===== src/rtl/mic1_pkg.sv =====
// Shared definitions for the MIC-1 control path: microinstruction control-field
// layout, default widths and the sequencing-operation decode.
package mic1_pkg;

  localparam int DEF_MPC_W       = 9;
  localparam int DEF_MBR_W       = 8;
  localparam int DEF_STACK_DEPTH = 4;

  localparam int RET_BIT       = 0;
  localparam int CALL_BIT      = 1;
  localparam int JAMZ_BIT      = 2;
  localparam int JAMN_BIT      = 3;
  localparam int JMPC_BIT      = 4;
  localparam int NEXT_ADDR_LSB = 5;

  typedef enum logic [1:0] {
    SEQ_PLAIN = 2'd0,
    SEQ_RET   = 2'd1,
    SEQ_CALL  = 2'd2,
    SEQ_SWAP  = 2'd3
  } seq_op_e;

  function automatic seq_op_e decode_op(input logic call, input logic ret);
    return seq_op_e'({call, ret});
  endfunction

endpackage


===== src/rtl/mic1_ustack.sv =====
// Micro-return LIFO: push, pop and replace-top on a DEPTH x W array. Only the
// occupancy pointer is reset; entries beyond the pointer are meaningless.
module mic1_ustack #(
  parameter int DEPTH = 4,
  parameter int W     = 9,
  localparam int CNT_W = $clog2(DEPTH + 1),
  localparam int IDX_W = (DEPTH > 1) ? $clog2(DEPTH) : 1
) (
  input  logic             clock,
  input  logic             reset,
  input  logic             push,
  input  logic             pop,
  input  logic             replace,
  input  logic [W-1:0]     din,
  output logic [W-1:0]     top,
  output logic             full,
  output logic             empty,
  output logic [CNT_W-1:0] depth
);

  logic [W-1:0]     mem_q [DEPTH];
  logic [CNT_W-1:0] cnt_q;
  logic [CNT_W-1:0] cnt_d;
  logic [IDX_W-1:0] top_idx_s;
  logic [IDX_W-1:0] wr_idx_s;
  logic             do_push_s;
  logic             do_pop_s;
  logic             do_repl_s;

  assign full  = (cnt_q == CNT_W'(DEPTH));
  assign empty = (cnt_q == {CNT_W{1'b0}});
  assign depth = cnt_q;
  assign top   = mem_q[top_idx_s];

  // Qualify requests against occupancy and pick the write slot.
  always_comb begin
    do_push_s = push & ~full;
    do_pop_s  = pop & ~empty;
    do_repl_s = replace & ~empty;
    if (empty) begin
      top_idx_s = {IDX_W{1'b0}};
    end else begin
      top_idx_s = IDX_W'(cnt_q - CNT_W'(1));
    end
    if (do_push_s) begin
      wr_idx_s = IDX_W'(cnt_q);
      cnt_d    = cnt_q + CNT_W'(1);
    end else if (do_pop_s) begin
      wr_idx_s = top_idx_s;
      cnt_d    = cnt_q - CNT_W'(1);
    end else begin
      wr_idx_s = top_idx_s;
      cnt_d    = cnt_q;
    end
  end

  // Occupancy pointer.
  always_ff @(posedge clock or negedge reset) begin
    if (!reset) begin
      cnt_q <= {CNT_W{1'b0}};
    end else begin
      cnt_q <= cnt_d;
    end
  end

  // Entry storage, written on push or replace-top.
  always_ff @(posedge clock) begin
    if (do_push_s | do_repl_s) begin
      mem_q[wr_idx_s] <= din;
    end
  end

endmodule


===== src/rtl/mic1_sequencer.sv =====
// MIC-1 next-address sequencer: jam/dispatch address computation, micro
// CALL/RET through a return stack, datapath stall and sticky stack-error flags.
module mic1_sequencer
  import mic1_pkg::*;
#(
  parameter int               MPC_W       = DEF_MPC_W,
  parameter int               MBR_W       = DEF_MBR_W,
  parameter int               STACK_DEPTH = DEF_STACK_DEPTH,
  parameter logic [MPC_W-1:0] RESET_ADDR  = '0,
  localparam int              DEPTH_W     = $clog2(STACK_DEPTH + 1)
) (
  input  logic               clock,
  input  logic               reset,
  input  logic               n_flag,
  input  logic               z_flag,
  input  logic [MBR_W-1:0]   mbr,
  input  logic [MPC_W+4:0]   mir_ctrl,
  input  logic               stall,
  output logic [MPC_W-1:0]   mpc,
  output logic [DEPTH_W-1:0] stack_depth,
  output logic               stack_ovf,
  output logic               stack_unf
);

  logic [MPC_W-1:0] mpc_q, mpc_d;
  logic             ovf_q, ovf_d;
  logic             unf_q, unf_d;
  logic [MPC_W-1:0] next_addr_s;
  logic [MPC_W-1:0] ca_s;
  logic [MPC_W-1:0] ret_addr_s;
  logic [MPC_W-1:0] top_s;
  logic             jam_s;
  logic             full_s;
  logic             empty_s;
  logic             push_s;
  logic             pop_s;
  logic             repl_s;

  mic1_ustack #(
    .DEPTH (STACK_DEPTH),
    .W     (MPC_W)
  ) u_stack (
    .clock   (clock),
    .reset   (reset),
    .push    (push_s),
    .pop     (pop_s),
    .replace (repl_s),
    .din     (ret_addr_s),
    .top     (top_s),
    .full    (full_s),
    .empty   (empty_s),
    .depth   (stack_depth)
  );

  // Computed address and priority decode of the sequencing operation.
  always_comb begin
    next_addr_s = mir_ctrl[NEXT_ADDR_LSB +: MPC_W];
    jam_s       = (mir_ctrl[JAMN_BIT] & n_flag) | (mir_ctrl[JAMZ_BIT] & z_flag);
    ca_s        = next_addr_s;
    ca_s[MPC_W-1] = next_addr_s[MPC_W-1] | jam_s;
    // JMPC dispatch ORs MBR into the low bits rather than adding it.
    if (mir_ctrl[JMPC_BIT]) begin
      ca_s = ca_s | {{(MPC_W-MBR_W){1'b0}}, mbr};
    end else begin
      ca_s = ca_s;
    end
    ret_addr_s = mpc_q + {{(MPC_W-1){1'b0}}, 1'b1};
    mpc_d  = mpc_q;
    ovf_d  = ovf_q;
    unf_d  = unf_q;
    push_s = 1'b0;
    pop_s  = 1'b0;
    repl_s = 1'b0;
    if (stall) begin
      mpc_d = mpc_q;
    end else begin
      case (decode_op(mir_ctrl[CALL_BIT], mir_ctrl[RET_BIT]))
        SEQ_PLAIN: mpc_d = ca_s;
        SEQ_CALL: begin
          mpc_d  = ca_s;
          push_s = 1'b1;
          ovf_d  = ovf_q | full_s;
        end
        SEQ_RET: begin
          if (!empty_s) begin
            mpc_d = top_s;
            pop_s = 1'b1;
          end else begin
            mpc_d = ca_s;
            unf_d = 1'b1;
          end
        end
        SEQ_SWAP: begin
          if (!empty_s) begin
            mpc_d  = top_s;
            repl_s = 1'b1;
          end else begin
            mpc_d  = ca_s;
            push_s = 1'b1;
            unf_d  = 1'b1;
          end
        end
        default: mpc_d = ca_s;
      endcase
    end
  end

  // Program counter and sticky error flags.
  always_ff @(posedge clock or negedge reset) begin
    if (!reset) begin
      mpc_q <= RESET_ADDR;
      ovf_q <= 1'b0;
      unf_q <= 1'b0;
    end else begin
      mpc_q <= mpc_d;
      ovf_q <= ovf_d;
      unf_q <= unf_d;
    end
  end

  assign mpc       = mpc_q;
  assign stack_ovf = ovf_q;
  assign stack_unf = unf_q;

endmodule


===== config.mk =====
export PLATFORM = sky130hd
export DESIGN_NAME = mic1_sequencer
export DESIGN_NICKNAME = d
export VERILOG_FILES = /design/src/rtl/mic1_pkg.sv /design/src/rtl/mic1_ustack.sv /design/src/rtl/mic1_sequencer.sv
export SDC_FILE = /design/constraint.sdc
export NUM_CORES = 1
export LEC_CHECK = 0
export ABC_AREA = 0
export CORE_AREA = 2 2 101 103
export DETAILED_ROUTE_END_ITERATION = 10
export DIE_AREA = 0 0 103 105
export GPL_ROUTABILITY_DRIVEN = 0
export PLACE_DENSITY_LB_ADDON = 0.25
export REMOVE_ABC_BUFFERS = 1
export SETUP_SLACK_MARGIN = 0.1
export SLEW_MARGIN = 20
export SYNTH_ARGS = -nofsm -noshare
export SYNTH_HDL_FRONTEND = slang
export SYNTH_HIERARCHICAL = 1
export SYNTH_SLANG_ARGS = --single-unit

===== constraint.sdc =====
create_clock -name clock -period 8.9 [get_ports clock]
set_clock_uncertainty 0.2 [all_clocks]
set_input_delay 1.78 -clock clock [delete_from_list [all_inputs] [get_ports clock]]
set_output_delay 1.78 -clock clock [all_outputs]
set_load 0.05 [all_outputs]

Word-level counts from Yosys, hierarchy flattened:

Memories as Yosys holds them, arrays and structs flattened.
Cells that the tools add are included.

* memories: 1
* latch bits: 0
* bits of input ports: 27
* output and inout bits: 14
* bits in read-only memories: 0
* register bits: 14
* RAM bits: 36

* muxes and demuxes: 17
* $add $sub $neg: 3
* reduce and logical (&&, ||, !) cells: 7
* equality and inequality tests: 4
* $lt $le $gt $ge: 0
* div/mod/pow operators: 0
* bitwise operators: 13
* multiply operators: 0
* shifts and indexed selects: 0

Memory list
* u_stack.mem_q: depth 4, width 9, rd ports 1, clocked after memory_dff 0, write ports 1, RTL line mic1_ustack.sv:21 `logic [W-1:0] mem_q [DEPTH];`

Operator list (number)
* $mux W9: 2
* $pmux W9 S2: 1
* $add A9 B1 Y9 const B: 1
* $mux W1: 9
* $or A9 B8 Y9: 1
* $mux W3: 2
* $and A1 B1 Y1: 5
* $eq A2 B2 Y1 const B: 2
* $mux W2: 2
* $or A1 B1 Y1: 4
* $reduce_or A2 Y1: 2
* $add A3 B1 Y3 const B: 1
* $eq A3 B3 Y1 const B: 1
* $logic_not A3 Y1: 1
* $not A1 Y1: 3
* $reduce_and A3 Y1: 1
* $sub A3 B1 Y3 const B: 1
* $eq A2 B1 Y1 const B: 1
* $logic_not A2 Y1: 1
* $pmux W1 S2: 1
* $reduce_and A2 Y1: 1
* $reduce_bool A2 Y1: 1

Logic depth before layout (Yosys ltp):

Gate-level depths: netlist (run 1).

* depth after elaboration: 8
* depth in mapped cells: 11
* mapped depth without buffers: 8

By module:

The synthesis (run 1) kept the hierarchy.

Modules (own cells, without submodules)
* mic1_ustack: sequential area each 1156.1 um^2, instances 1, cells each 111, area an instance 1682.9 um^2
* mic1_sequencer: sequential area each 275.3 um^2, instances 1, cells each 82, area an instance 690.7 um^2

Worst setup path before layout (run 1):

No wires, ideal clock.

* path type: input-to-reg
* from: input port mir_ctrl[0]
* to: memory u_stack.mem_q[2][0] (enable)
* data required time: 8.310 ns
* stages: 6
* data arrival time: 3.210 ns
* path slack: 5.100 ns
* cell sequence: nor2b_1 > buf_4 > nor2_1 > nand2b_1 > nand3b_1 > o31ai_1

* word-level cells in the longest chain between the ends: 7
* elaborated cells between the ends (all ways): 12
* classes of those cells: 2 x eq/ne; 7 x mux; 3 x bitwise

Ends and longest elaborated chain
* from (decl): RTL line mic1_sequencer.sv:17 `input logic [MPC_W+4:0] mir_ctrl,`
* $eq A2 B2 Y1: RTL line mic1_sequencer.sv:77 `case (decode_op(mir_ctrl[CALL_BIT], mir_ctrl[RET_BIT]))`
* $pmux W1 S2 *: RTL line mic1_sequencer.sv:77
* $mux W1 *: RTL line mic1_sequencer.sv:74 `if (stall) begin`
* net push_s: RTL line mic1_sequencer.sv:35 `logic push_s;`
* $and A1 B1 Y1 *: RTL line mic1_ustack.sv:37 `do_push_s = push & ~full;`
* $or A1 B1 Y1: RTL line mic1_ustack.sv:68 `if (do_push_s | do_repl_s) begin`
* $mux W1: RTL line mic1_ustack.sv:68
* $mux W1 (implied by the code): RTL line mic1_ustack.sv:69 `mem_q[wr_idx_s] <= din;`
* to (decl): RTL line mic1_ustack.sv:21

The timed path passes the listed nets; every way through them passes the cells marked *.

Worst setup path after layout (run 1):

* from: input port mir_ctrl[0]
* to: memory u_stack.mem_q[0][2] (enable)

The elaborated chain is that of the path after synthesis.

==> results of run 1 <==
==> routing by layer <==
metal | GRT usage [%] | up-vias | share of wire [%]
met2 | 15.8 | 59 | 42
met5 | 0 | - | 0
met4 | 2.82 | 0 | 1.1
li1 | - | 792 | -
met1 | 17.6 | 777 | 51
met3 | 2.41 | 6 | 5.7
==> metrics by stage <==
| stage | worst slack, ps | cells | area [um^2] |
|---|---|---|---|
| after floorplan | 4820 | 183 | 2300 |
| after global placement | 4140 | 360 | 2900 |
| after detailed placement | 4030 | 360 | 2900 |
| after CTS | 4330 | 368 | 3010 |
| after global routing | 4080 | 368 | 3010 |
| final | 4310 | 368 | 3010 |
==> cell usage after synthesis, types with 2 or more instances <==
cell type	instances	area [um^2]
nand3_1	4	20.0
buf_6	3	33.8
o21bai_1	2	15.0
edfxtp_1	36	1080
mux2i_1	11	110
clkbuf_1	3	11.3
and3_1	2	12.5
inv_1	6	22.5
nand2b_1	5	31.3
nor2b_1	2	12.5
xnor2_1	4	35.0
buf_4	2	15.0
nand2_1	13	48.8
nor2_1	25	93.8
buf_2	2	10.0
xor2_1	4	35.0
ha_1	5	62.6
nor3_1	11	55.1
dfrtp_1	14	350
o31ai_1	10	75.1
a211oi_1	17	128
==> logic make-up (layout without fill, tap and decap cells) <==
| kind of cell | Yosys count | count (layout) | share of synthesized area (%) |
|---|---|---|---|
| mux | 12 | 12 | 5.27 |
| xor+xnor | 8 | 8 | 2.95 |
| fa+ha+maj | 5 | 5 | 2.64 |
| buf+inv | 16 | 58 | 3.90 |
| flops | 50 | 50 | 60.3 |
| compound gates | 36 | 36 | 12.1 |
| simple gates | 66 | 66 | 12.8 |
==> final cells by class <==
| type | instances | area share, % |
|---|---|---|
| clock buffer | 5 | 2.28 |
| timing repair buffer | 44 | 14.3 |
| sequential | 50 | 47.5 |
| tap | 133 | 5.52 |
| clock inverter | 3 | 1.45 |
| multi-input combinational | 127 | 28.2 |
| inverter | 6 | 0.748 |
==> registers in the layout, summed over array words and instances, names as in the netlist <==
register and flops:
mpc 9, stack_ovf 1, stack_unf 1, u_stack/depth 3, u_stack/mem_q 36
==> worst paths after layout <==
| check | start | to | slack (ps) | cells after the start |
|---|---|---|---|---|
| worst max-delay path | mir_ctrl[0] | u_stack/mem_q[0][2] | 4310 | 6 |
| worst min-delay path | stack_unf | stack_unf | 280 | 1 |
| worst max register to register | u_stack/depth[0] | u_stack/mem_q[0][2] | 4760 | 9 |
| worst min register to register | stack_unf | stack_unf | 280 | 1 |
| max in group asynchronous | reset | mpc[5] | 6350 | 1 |
| min in group asynchronous | reset | stack_ovf | 1700 | 1 |
==> report_power, final <==
| group | switching [W] | total, W | internal (W) |
|---|---|---|---|
| Clock | 0.0000767 | 0.000161 | 0.0000843 |
| Sequential | 0.0000393 | 0.000368 | 0.000329 |
| Combinational | 0.000318 | 0.000478 | 0.000160 |
| Total | 0.000434 | 0.00101 | 0.000573 |
==> results.toml, run 1 <==
[run_status]
status = "finished, final reports clean"

[clocking]
post_cts_buffers = 0
postCtsResizedCells = 0
clkSlewWorstSetupHoldPaths_ps = 90
cts-root-buf = "clkbuf_8"
hold_buffers = 0
clock_sinks = 50
clkLatencyLatePin_ps = 300
cts_buffer_depth = 2
cts_buffers = 5
cts.htree.levels = 2
cts_tree = "yes"

[finish]
antennaDiodeCount = 0
seq_area_um2 = 1430
nNetsFinal = 266
layout-drive-gt1-share_pct = 7.23
multiInputGateArea_um2 = 850
layout_commonest_cell = "clkdlybuf4s50_1"
final_util_pct = 31.3
synthToLayoutAreaGrowth_pct = 26.9
mostFrequentLayoutCells = "40 x clkdlybuf4s50_1, 36 x edfxtp_1, 25 x nor2_1"
num-fill-cells = 1029

[sta]
fin_tns_setup_ps = 0
hold_violations = 0
tightest_slew_ps = 989
whs_ps = 282
drv_slew = 0
max_slew_margin_pct = 34.1
fmax_ghz = 0.218
rsz0062_at_grt = "no"
fin_crit_ps = 4590
period_share_pct = 51.6
setup_viol = 0

[grt]
antenna_found_initial = 0
grt_pass1_wl_um = 9120
grt_pass1_vias = 1635
grt_max_degree = 22
overflow = 0
grt_usage_pct = 11.3

[pwr]
peakVddDrop_v = 0.000140
power_w = 0.00101
p_per_area_nw_per_um2 = 334
p_leak_nw = 1.09

[die]
start_util_pct = 24.6
rows = 36
die_x_um = 103
coreArea_um2 = 9640
die_y_um = 105
io_pins = 41
dieArea_um2 = 10800

[setup_path]
crit_fanout = 9
cpPeakStageDelay_ps = 820
cp.arrival_ps = 4320
cpMaxStageDelayCell = "o2bb2ai_1"
cpLargestDelayFamily = "simple AND/OR/NAND/NOR gates"
path_cells = "clkdlybuf4s50_1 -> nor2b_1 -> nor2_1 -> nand2b_1 -> nand3b_1 -> o2bb2ai_1"
cp-start-kind = "input port"
critical_path_class = "in -> reg"
critPathRequiredTime_ps = 8630
cp_num_buf_inv = 1
end_kind = "flip-flop"

[synthesis]
syn_area_um2 = 2370
syn_inst = 193
synth-main-ff-cell = "edfxtp_1"
ys_warn_count = 6
synth_seq_area_share_pct = 60.3
synthArstFlopShare_pct = 28.0
synth-edff-count = 36
syn_avg_cell_area_um2 = 12.3
ys_ff_latch = 50
synth.distinct_cells = 33

[routing]
drtAntennaViolNets = 0
drt_first_pass_iters = 4
dr_total_vias = 1634
drc = 0
wl_um = 5840
drt-initial-drc-count = 82
avgViaCountPerCell = 4.44
wl_per_cell_um = 15.9

[placed_design]
dp_hpwl_um = 4130
port_buffers = 40

[worst_hold_path]
min_path_type = "reg -> reg"

[run]
maxCapViolations = 0
No activity file was read; power rests on OpenSTA's default activity.
==> inputs of run 2 (changes only) <==
clock period = 4.1 ns   (was 8.9 ns; I/O delays follow)
==> run 2 against run 1 <==
  * Critical path depth increased by 1
  * Die area unchanged
  * Utilization hardly changed
  * Worst setup slack got worse by 3600 ps
  * Clock power rose by 93%
  * Largest power group unchanged
  * Largest cell class unchanged
==> results.toml, run 2 (synthesized netlist as in run 1, its figures left out) <==
[finish]
layout-drive-gt1-share_pct = 8.02
nNetsFinal = 268
instances_no_fill = 370
largest_reg_flops = 36
top_register = "u_stack/mem_q"
synthToLayoutAreaGrowth_pct = 26.8
layout_commonest_cell = "clkdlybuf4s50_1"
num-fill-cells = 1009
antennaDiodeCount = 0
mostFrequentLayoutCells = "40 x clkdlybuf4s50_1, 36 x edfxtp_1, 25 x nor2_1"

[routing]
wl_um = 5990
drt-initial-drc-count = 158
drc = 0
avgViaCountPerCell = 4.48
wl_per_cell_um = 16.2
dr_total_vias = 1658
drtAntennaViolNets = 0
drt_first_pass_iters = 4

[setup_path]
crit_fanout = 16
path_common_cell = "ha_1"
cp-start-kind = "flip-flop"
cpMaxStageDelayCell = "o2bb2ai_1"
cp.arrival_ps = 3160
critPathRequiredTime_ps = 3840
cpPeakStageDelay_ps = 890
path_cells = "inv_1 -> ha_1 -> ha_1 -> nand2b_1 -> nor2_1 -> nand3b_1 -> o2bb2ai_1"
critical_path_class = "reg -> reg"
end_kind = "flip-flop"

[sta]
fin_crit_ps = 3420
period_share_pct = 83.3
drv_slew = 0
rsz0062_at_grt = "no"
fin_tns_setup_ps = 0
fmax_ghz = 0.293
setup_viol = 0
max_slew_margin_pct = 28.5
whs_ps = 285
tightest_slew_ps = 1070
hold_violations = 0
fin_ws_ps = 685

[clocking]
cts_tree = "yes"
cts.htree.levels = 2
cts_buffer_depth = 2
hold_buffers = 0
postCtsResizedCells = 0
post_cts_buffers = 0
cts_buffers = 5
clock_sinks = 50
clkLatencyLatePin_ps = 320
clkSlewWorstSetupHoldPaths_ps = 100
cts-root-buf = "clkbuf_8"

[grt]
antenna_found_initial = 0
grt_pass1_wl_um = 9450
grt_pass1_vias = 1683
overflow = 0
grt_usage_pct = 11.9
grt_max_degree = 21

[placed_design]
port_buffers = 40
dp_cells = 362
dp_hpwl_um = 4470
dpl_worst_slack_ps = 655

[die]
rows = 36
dieArea_um2 = 10800
coreArea_um2 = 9640
die_y_um = 105
io_pins = 41
start_util_pct = 24.6
die_x_um = 103

[pwr]
p_leak_nw = 1.09
peakVddDrop_v = 0.000273
power_w = 0.00215
p_per_area_nw_per_um2 = 713

[run_status]
status = "finished, final reports clean"

[worst_hold_path]
min_path_type = "reg -> reg"

[run]
maxCapViolations = 0
==> run 2: power by group <==
part / switching, W / leakage (nW) / internal [W]
sequential: 0.0000867 / 0.489 / 0.000713
combinational: 0.000686 / 0.551 / 0.000350
clock: 0.000184 / 0.0491 / 0.000126
==> run 2: through the flow <==
stage / util [%] / area [um^2]
finish: 31.2 / 3010
CTS: 31.2 / 3010
global placement: 30.2 / 2920
floorplan: - / 2300
detailed placement: 30.2 / 2920
global route: 31.2 / 3010
==> run 2: cell type report <==
class                      count  area [um^2]  area share [%]
sequential                    50         1430            47.5
tap                          133          166            5.53
clock buffer                   5         68.8            2.29
inverter                       6         22.5           0.748
multi-input combinational    127          850            28.2
timing repair buffer          46          445            14.8
clock inverter                 3         26.3           0.873
==> run 2: path summary, 6_finish.rpt <==
check                                  from                  end  slack [ps]  cells past startpoint
max in group asynchronous             reset               mpc[2]        2530                      1
hold / removal                    stack_unf            stack_unf         280                      1
min in group asynchronous             reset               mpc[5]         720                      1
setup / recovery           u_stack/depth[1]  u_stack/mem_q[0][8]         680                      7
hold reg to reg                   stack_unf            stack_unf         280                      1
setup reg to reg           u_stack/depth[1]  u_stack/mem_q[0][8]         680                      7
==> run 2: metal layers <==
layer / global-route usage, % / up-vias / share of wire [%]
met5: 0 / - / 0
met4: 3.10 / 0 / 0.48
met3: 2.01 / 5 / 4.2
met2: 16.7 / 42 / 43
met1: 18.8 / 813 / 53
li1: - / 798 / -
==> run 2: worst max-delay path, delay by kind of cell (launching register included) <==
kind / cells / cell delay [ps]
adder cells (fa/ha/maj): 2 / 630
AND/OR/NAND/NOR: 3 / 780
buffers and inverters: 1 / 110
flip-flops: 1 / 450
AO/OA/AOI/OAI: 1 / 890
